==> src/rtl/fetch_unit.sv <==
// Instruction fetch stage: PC, memory request/ready handshake, instruction register load.
// Optional memory-timeout recovery is enabled by defining FETCH_TIMEOUT_EN.
module fetch_unit #(
  parameter int ADDR_WIDTH     = 16,
  parameter int DATA_WIDTH     = 16,
  parameter logic [ADDR_WIDTH-1:0] RESET_PC = '0,
  parameter int TIMEOUT_CYCLES = 15
) (
  input  logic                  clk,
  input  logic                  reset,
  output logic                  mem_req,
  output logic [ADDR_WIDTH-1:0] mem_addr,
  input  logic                  mem_ready,
  input  logic [DATA_WIDTH-1:0] mem_data,
  output logic [DATA_WIDTH-1:0] instr,
  output logic                  instr_write_enable,
  output logic                  instr_valid,
  input  logic                  instr_ack,
  input  logic                  redirect,
  input  logic [ADDR_WIDTH-1:0] redirect_pc,
  output logic [ADDR_WIDTH-1:0] pc,
  output logic                  fetch_error,
  output logic [1:0]            dbg_state
);

  // Handshake: mem_req is held high until mem_ready is sampled high at a rising
  // edge; mem_data is taken in that same cycle. instr_valid holds until instr_ack.
  typedef enum logic [1:0] {
    S_IDLE = 2'd0,
    S_REQ  = 2'd1,
    S_HOLD = 2'd2
  } state_t;

  state_t                r_state;
  logic [ADDR_WIDTH-1:0] r_pc;
  logic [DATA_WIDTH-1:0] r_instr;
  logic                  r_we;
  logic                  r_valid;
  logic                  r_req;
  logic                  r_squash;
  logic                  w_timeout;

`ifdef FETCH_TIMEOUT_EN
  localparam int CW = $clog2(TIMEOUT_CYCLES + 1);
  logic [CW-1:0] r_wait;
  logic          r_err;

  // Terminal count is the TIMEOUT_CYCLES-th consecutive silent REQ cycle.
  assign w_timeout = (r_state == S_REQ) && !mem_ready &&
                     (r_wait == CW'(TIMEOUT_CYCLES - 1));

  always_ff @(posedge clk) begin
    if (reset || r_state != S_REQ || mem_ready || w_timeout) begin
      r_wait <= '0;
    end else begin
      r_wait <= r_wait + 1'b1;
    end
  end

  always_ff @(posedge clk) begin
    if (reset) begin
      r_err <= 1'b0;
    end else if (w_timeout) begin
      r_err <= 1'b1;
    end
  end

  assign fetch_error = r_err;
`else
  assign w_timeout   = 1'b0 && (TIMEOUT_CYCLES > 0);
  assign fetch_error = 1'b0;
`endif

  always_ff @(posedge clk) begin
    if (reset) begin
      r_state  <= S_IDLE;
      r_pc     <= RESET_PC;
      r_instr  <= '0;
      r_we     <= 1'b0;
      r_valid  <= 1'b0;
      r_req    <= 1'b0;
      r_squash <= 1'b0;
    end else begin
      r_we <= 1'b0;
      case (r_state)
        S_IDLE: begin
          r_state <= S_REQ;
          r_req   <= 1'b1;
          r_valid <= 1'b0;
          if (redirect) r_pc <= redirect_pc;
        end
        S_REQ: begin
          if (mem_ready) begin
            r_req    <= 1'b0;
            r_squash <= 1'b0;
            if (r_squash || redirect) begin
              // Response belongs to a stale PC: drop it and re-request.
              r_state <= S_IDLE;
              if (redirect) r_pc <= redirect_pc;
            end else begin
              r_state <= S_HOLD;
              r_instr <= mem_data;
              r_we    <= 1'b1;
              r_valid <= 1'b1;
              r_pc    <= r_pc + 1'b1;
            end
          end else if (w_timeout) begin
            r_state  <= S_IDLE;
            r_req    <= 1'b0;
            r_squash <= 1'b0;
            if (redirect) r_pc <= redirect_pc;
          end else if (redirect) begin
            r_pc     <= redirect_pc;
            r_squash <= 1'b1;
          end
        end
        S_HOLD: begin
          if (redirect || instr_ack) begin
            r_state <= S_REQ;
            r_req   <= 1'b1;
            r_valid <= 1'b0;
            if (redirect) r_pc <= redirect_pc;
          end
        end
        default: begin
          r_state <= S_IDLE;
          r_req   <= 1'b0;
          r_valid <= 1'b0;
        end
      endcase
    end
  end

  assign mem_req            = r_req;
  assign mem_addr           = r_pc;
  assign pc                 = r_pc;
  assign instr              = r_instr;
  assign instr_write_enable = r_we;
  assign instr_valid        = r_valid;
  assign dbg_state          = r_state;

endmodule

==> config.mk <==
export PLATFORM = sky130hd
export DESIGN_NAME = fetch_unit
export DESIGN_NICKNAME = d
export VERILOG_FILES = /design/src/rtl/fetch_unit.sv
export SDC_FILE = /design/constraint.sdc
export NUM_CORES = 1
export LEC_CHECK = 0
export CORE_MARGIN = 4
export CORE_UTILIZATION = 46
export CTS_BUF_LIST = sky130_fd_sc_hd__clkbuf_8
export DETAILED_ROUTE_END_ITERATION = 8
export GPL_TIMING_DRIVEN = 0
export PLACE_DENSITY = 0.95
export SLEW_MARGIN = 20
export SYNTH_ARGS = -nofsm -noshare
export SYNTH_HDL_FRONTEND = slang
export SYNTH_SLANG_ARGS = --single-unit
export TNS_END_PERCENT = 20
==> constraint.sdc <==
create_clock -name clk -period 3.36 [get_ports clk]
set_clock_uncertainty 0.05 [all_clocks]
set_input_delay 0.504 -clock clk [delete_from_list [all_inputs] [get_ports clk]]
set_output_delay 0.504 -clock clk [all_outputs]
set_load 0.01 [all_outputs]
# Word-level counts from Yosys, hierarchy flattened
# Index checks and enable logic that the tools add are counted.
[op_classes] add_sub_neg=1 n_bitwise=3 n_reduce_logical=11 muxes=19 n_eq_ne=5
[ops] cell="two-way mux 16 bit" count=4
[ops] cell="one-hot mux 16 bit (3 select lines)" count=1
[ops] cell="adder 16 x 1 -> 16 bit, second input constant" count=1
[ops] cell="two-way mux 1 bit" count=8
[ops] cell="two-way mux 2 bit" count=3
[ops] cell="inequality test 2 bit, second input constant" count=3
[ops] cell="one-hot mux 2 bit (3 select lines)" count=1
[ops] cell="AND reduction 2 bit" count=3
[ops] cell="AND reduction 3 bit" count=2
[ops] cell="NOT 1 bit" count=3
[ops] cell="one-hot mux 1 bit (3 select lines)" count=1
[ops] cell="nonzero test 3 bit" count=1
[ops] cell="OR reduction 3 bit" count=1
[ops] cell="equality test 2 x 1 -> 1 bit, second input constant" count=1
[ops] cell="equality test 2 bit, second input constant" count=1
[ops] cell="zero test 2 bit" count=1
[ops] cell="logical OR 1 bit" count=2
[ops] cell="one-hot mux 1 bit (2 select lines)" count=1
[ops] cell="nonzero test 2 bit" count=1
[totals] output_inout_bits=54 wordCells=46 ff_bits=38 in_bits=37

# Depth between registers and ports, before layout
[depth] ltp_word=4 depth_mapped=6 ltp_nobuf=5

# Least setup slack after synthesis
# Ideal clock, no wire load.
[synth_path] kind="flip-flop to flip-flop" startpoint="register r_pc[0], in the netlist mem_addr[0]" endpoint="register r_pc[12], in the netlist mem_addr[12]" path_stages_with_launch=6 period_less_slack_ps=1570 setup_ps=119 t_arrival_ps=1401 required_ps=3191 slack_ps=1790 n_path_buf=0 path_cell_list="dfxtp_1 ha_1 nand4_1 nor4_1 o21ai_0 o2bb2ai_1"
[synth_between] elab_chain_cells=4
[synth_rtl] element="from (decl)" line_no="35" rtl="logic [ADDR_WIDTH-1:0] r_pc;"
[synth_rtl] element="from (signal assigned)" line_no="90" rtl="if (redirect) r_pc <= redirect_pc;"
[synth_rtl] element="from (signal assigned)" line_no="99" rtl="if (redirect) r_pc <= redirect_pc;"
[synth_rtl] element="from (signal assigned)" line_no="105" rtl="r_pc <= r_pc + 1'b1;"
[synth_rtl] element="adder 16 x 1 -> 16 bit" line_no="105"
[synth_rtl] element="two-way mux 16 bit" line_no="96" rtl="if (r_squash || redirect) begin"
[synth_rtl] element="two-way mux 16 bit" line_no="93" rtl="if (mem_ready) begin"
[synth_rtl] element="one-hot mux 16 bit (3 select lines)" line_no="85" rtl="case (r_state)"
# Every way passes these cells.
# A chain may end at the register's enable or synchronous reset.

# Worst setup path in the final report
[layout_path] startpoint="register r_pc[2], in the netlist mem_addr[2]" endpoint="output port pc[2]"
[layout_lines] element="to (decl)" line_no="21" rtl="output logic [ADDR_WIDTH-1:0] pc,"
# No word-level cell between the ends.

==> summary.md <==
- **PnR Total Power** 1.18 mW
- **sequential fraction of the synthesis area** 37.6%
- **Antenna Nets Post-Route** 0
- **CTS tree** built
- **initial core utilization** 49.1%
- **via count** 2255
- **post-synth top area cell** sky130_fd_sc_hd__dfxtp_1
- **via-per-instance ratio** 5.72
- **top cell types by occurrence after synthesis** sky130_fd_sc_hd__nand2_1, sky130_fd_sc_hd__dfxtp_1, sky130_fd_sc_hd__a21oi_1
- **routed len/inst** 15.3 um
- **maximum number of pins on one net before global-route repair** 13
- **run status** finished clean
- **async set-or-reset flop fraction in the synthesized netlist** 0%
- **startpoint-to-endpoint class of the critical path** flip-flop to primary output
- **standard cell core area** 4120 um^2
- **Slew headroom** 65.6%
- **signal arrival time at the worst endpoint** 1490 ps
- **number of cells produced by synthesis** 248
- **final total negative setup slack** 0 ps
- **post-synthesis cell area** 2020 um^2
- **slew at the pin closest to its max-slew limit** 517 ps
- **Die Height** 74.3 um
- **critical path's slowest cell** sky130_fd_sc_hd__clkdlybuf4s50_1
- **number of nets in the synthesized netlist** 286
- **DRC violations left** 0
- **startpoint of the most critical register-to-register path** mem_addr[0]
- **final critical delay including setup and external delays** 2050 ps
- **antenna violations before repair** 0
- **Worst Setup End Kind** primary output
- **buffers from clock root to sink, at most** 2
- **worst vdd rail ir drop** 303 uV
- **most frequent cell after synthesis** sky130_fd_sc_hd__nand2_1
- **Hold Violations, Final** 0
- **kind of cell with the highest combined delay on the critical path** buffers and inverters
- **Antenna Cells** 0
- **total I/O pin count** 91
- **violation count after the first detailed-route iteration** 273
- **number of port buffers** 88
- **total number of clock tree sinks** 38
- **count of cells resized by post-cts repair** 0
- **Pre-antenna DRT Iters** 5
- **average footprint of a synthesized cell** 8.15 um^2
- **global-route wire length before repair** 9810 um
- **crit path max fanout** 10
- **Setup-failing EPs final** 0
- **most area-consuming cells after synthesis** sky130_fd_sc_hd__dfxtp_1, sky130_fd_sc_hd__nand2_1, sky130_fd_sc_hd__a21oi_1, sky130_fd_sc_hd__buf_4, sky130_fd_sc_hd__a211oi_1
- **class of the most critical hold timing path** flip-flop to flip-flop
- **CTS Hold Bufs** 0
- **Buffers & Inverters on Critical Path** 2
- **clock root buffer master** sky130_fd_sc_hd__clkbuf_8
- **leftover overflow at the end of global routing** 0
- **clock latency on the worst-skew pair** 300 ps
- **fillcell total** 293
- **power density over the cells** 385 nW/um^2
- **number of setup buffers added after CTS** 0
- **leakage power of the design** 1.15 nW
- **sum of net half-perimeters after detailed placement** 4580 um
- **total number of nets in the final design** 381
- **Crit path largest cell delay** 520 ps
- **die outline area** 5520 um^2
- **number of global-route vias before repair** 2139
- **number of synthesized flops with an enable pin** 0
- **Total Routing Usage GR** 23.2%
- **critical path launch point** mem_addr[2]
- **clock-pin slew of the registers on the worst-case setup and hold paths** 80 ps
- **area share of the largest cell type after synthesis** 37.6%
- **Inserted Clock Buffers** 5
- **hold_sp** instr[10]
- **WL final** 6050 um
- **area grow syn2layout** 52.0%
- **number of max-cap violations** 0
- **Final Slew Violations** 0
- **period utilisation layout** 60.9%
- **Synth Flop Type** sky130_fd_sc_hd__dfxtp_1
- **share of layout cells above drive strength 1** 13.4%
- **kind of start point of the critical path** flip-flop
- **distinct cell type count after synthesis** 48
- **chip width** 74.3 um
- **highest achievable clock rate** 488 MHz
- **depth of the CTS H-tree** 2
- **std cell rows** 23
- **Final GP Congestion** 0.920
- **required time reported for the critical path endpoint** 2810 ps
- **synthesis warning total** 0
- **Critical Path, Cell by Cell** buf_4 -> clkdlybuf4s50_1
- **total of flip-flops plus latches after synthesis** 38
- **setup repair after global routing missed its margin** no
[logic make-up (layout without fill, tap and decap cells)]
kind of cell	after synthesis	count (layout)	synth area share, %
buffers and inverters	42	138	12.7
flip-flops	38	38	37.6
other	1	1	0.185
AO/OA/AOI/OAI	74	74	24.3
adder cells (fa/ha/maj)	1	1	0.619
multiplexers	5	5	2.60
AND/OR/NAND/NOR	87	87	22.0
[metrics by stage]
stage	instance area, um^2	utilization [%]	worst slack [ps]	cells	hold WS, ps
finish	3070	74.7	1310	394	410
floorplan	2020	-	1790	248	431
detailed placement	2970	72.1	1100	386	399
global route	3070	74.7	1250	394	433
global placement	2970	72.1	1180	386	390
CTS	3070	74.7	1320	394	410
[cell type report]
cell class / count / area (um^2) / area share (%)
clock inverters: 3 / 40.0 / 1.30
flip-flops and latches: 38 / 761 / 24.7
plain buffers: 32 / 220 / 7.16
multi-input cells: 168 / 1000 / 32.6
inverters: 10 / 37.5 / 1.22
repair buffers: 88 / 881 / 28.7
well taps: 50 / 62.6 / 2.04
clock buffers: 5 / 68.8 / 2.24
[where the power goes]
part	internal (mW)	total [mW]	switching [mW]
clock	0.219	0.392	0.174
combinational	0.166	0.281	0.115
sequential	0.476	0.510	0.0338
total	0.861	1.18	0.322
[cells in the final DEF, fill, tap and decap left out, types with 3 or more instances in the layout]
master / Yosys / routed
sky130_fd_sc_hd__a211oi_1: 8 / 8
sky130_fd_sc_hd__a21oi_1: 29 / 29
sky130_fd_sc_hd__and3_1: 4 / 4
sky130_fd_sc_hd__and4_1: 5 / 5
sky130_fd_sc_hd__buf_2: 5 / 5
sky130_fd_sc_hd__buf_4: 19 / 19
sky130_fd_sc_hd__buf_6: 3 / 3
sky130_fd_sc_hd__clkbuf_1: 4 / 4
sky130_fd_sc_hd__clkbuf_8: 0 / 5
sky130_fd_sc_hd__clkdlybuf4s50_1: 0 / 88
sky130_fd_sc_hd__dfxtp_1: 38 / 38
sky130_fd_sc_hd__inv_1: 10 / 10
sky130_fd_sc_hd__mux2i_1: 3 / 3
sky130_fd_sc_hd__nand2_1: 43 / 43
sky130_fd_sc_hd__nand2b_1: 3 / 3
sky130_fd_sc_hd__nand3_1: 5 / 5
sky130_fd_sc_hd__nand4_1: 5 / 5
sky130_fd_sc_hd__nor2_1: 6 / 6
sky130_fd_sc_hd__nor3_1: 4 / 4
sky130_fd_sc_hd__o21ai_0: 8 / 8
sky130_fd_sc_hd__o221ai_1: 3 / 3
sky130_fd_sc_hd__o22ai_1: 4 / 4
[flip-flops by register name, summed over array words and instances (netlist names)]
| name | cells |
|---|---|
| dbg_state | 2 |
| instr_write_enable | 1 |
| r_squash | 1 |
| mem_req | 1 |
| instr | 16 |
| mem_addr | 16 |
| instr_valid | 1 |
[metal layers]
layer | GRT usage (%) | wire, um | vias to the layer above
met5 | 0 | 0 | -
li1 | - | - | 1062
met4 | 8.50 | 131 | 0
met3 | 10.7 | 858 | 15
met2 | 38.5 | 2790 | 138
met1 | 26.3 | 2260 | 1040
[tightest hold or removal path, delay by kind of cell, from the launching register on]
kind / cells / cell delay [ps]
AND/OR/NAND/NOR: 1 / 50
AO/OA/AOI/OAI: 1 / 50
flip-flops: 1 / 310
[final timing paths]
kind | end | slack [ps] | depth (start not counted)
max | pc[2] | 1310 | 2
min reg2reg | instr[10] | 410 | 2
min | instr[10] | 410 | 2
max reg2reg | mem_addr[12] | 1600 | 5
(Power assumes the default switching activity.)
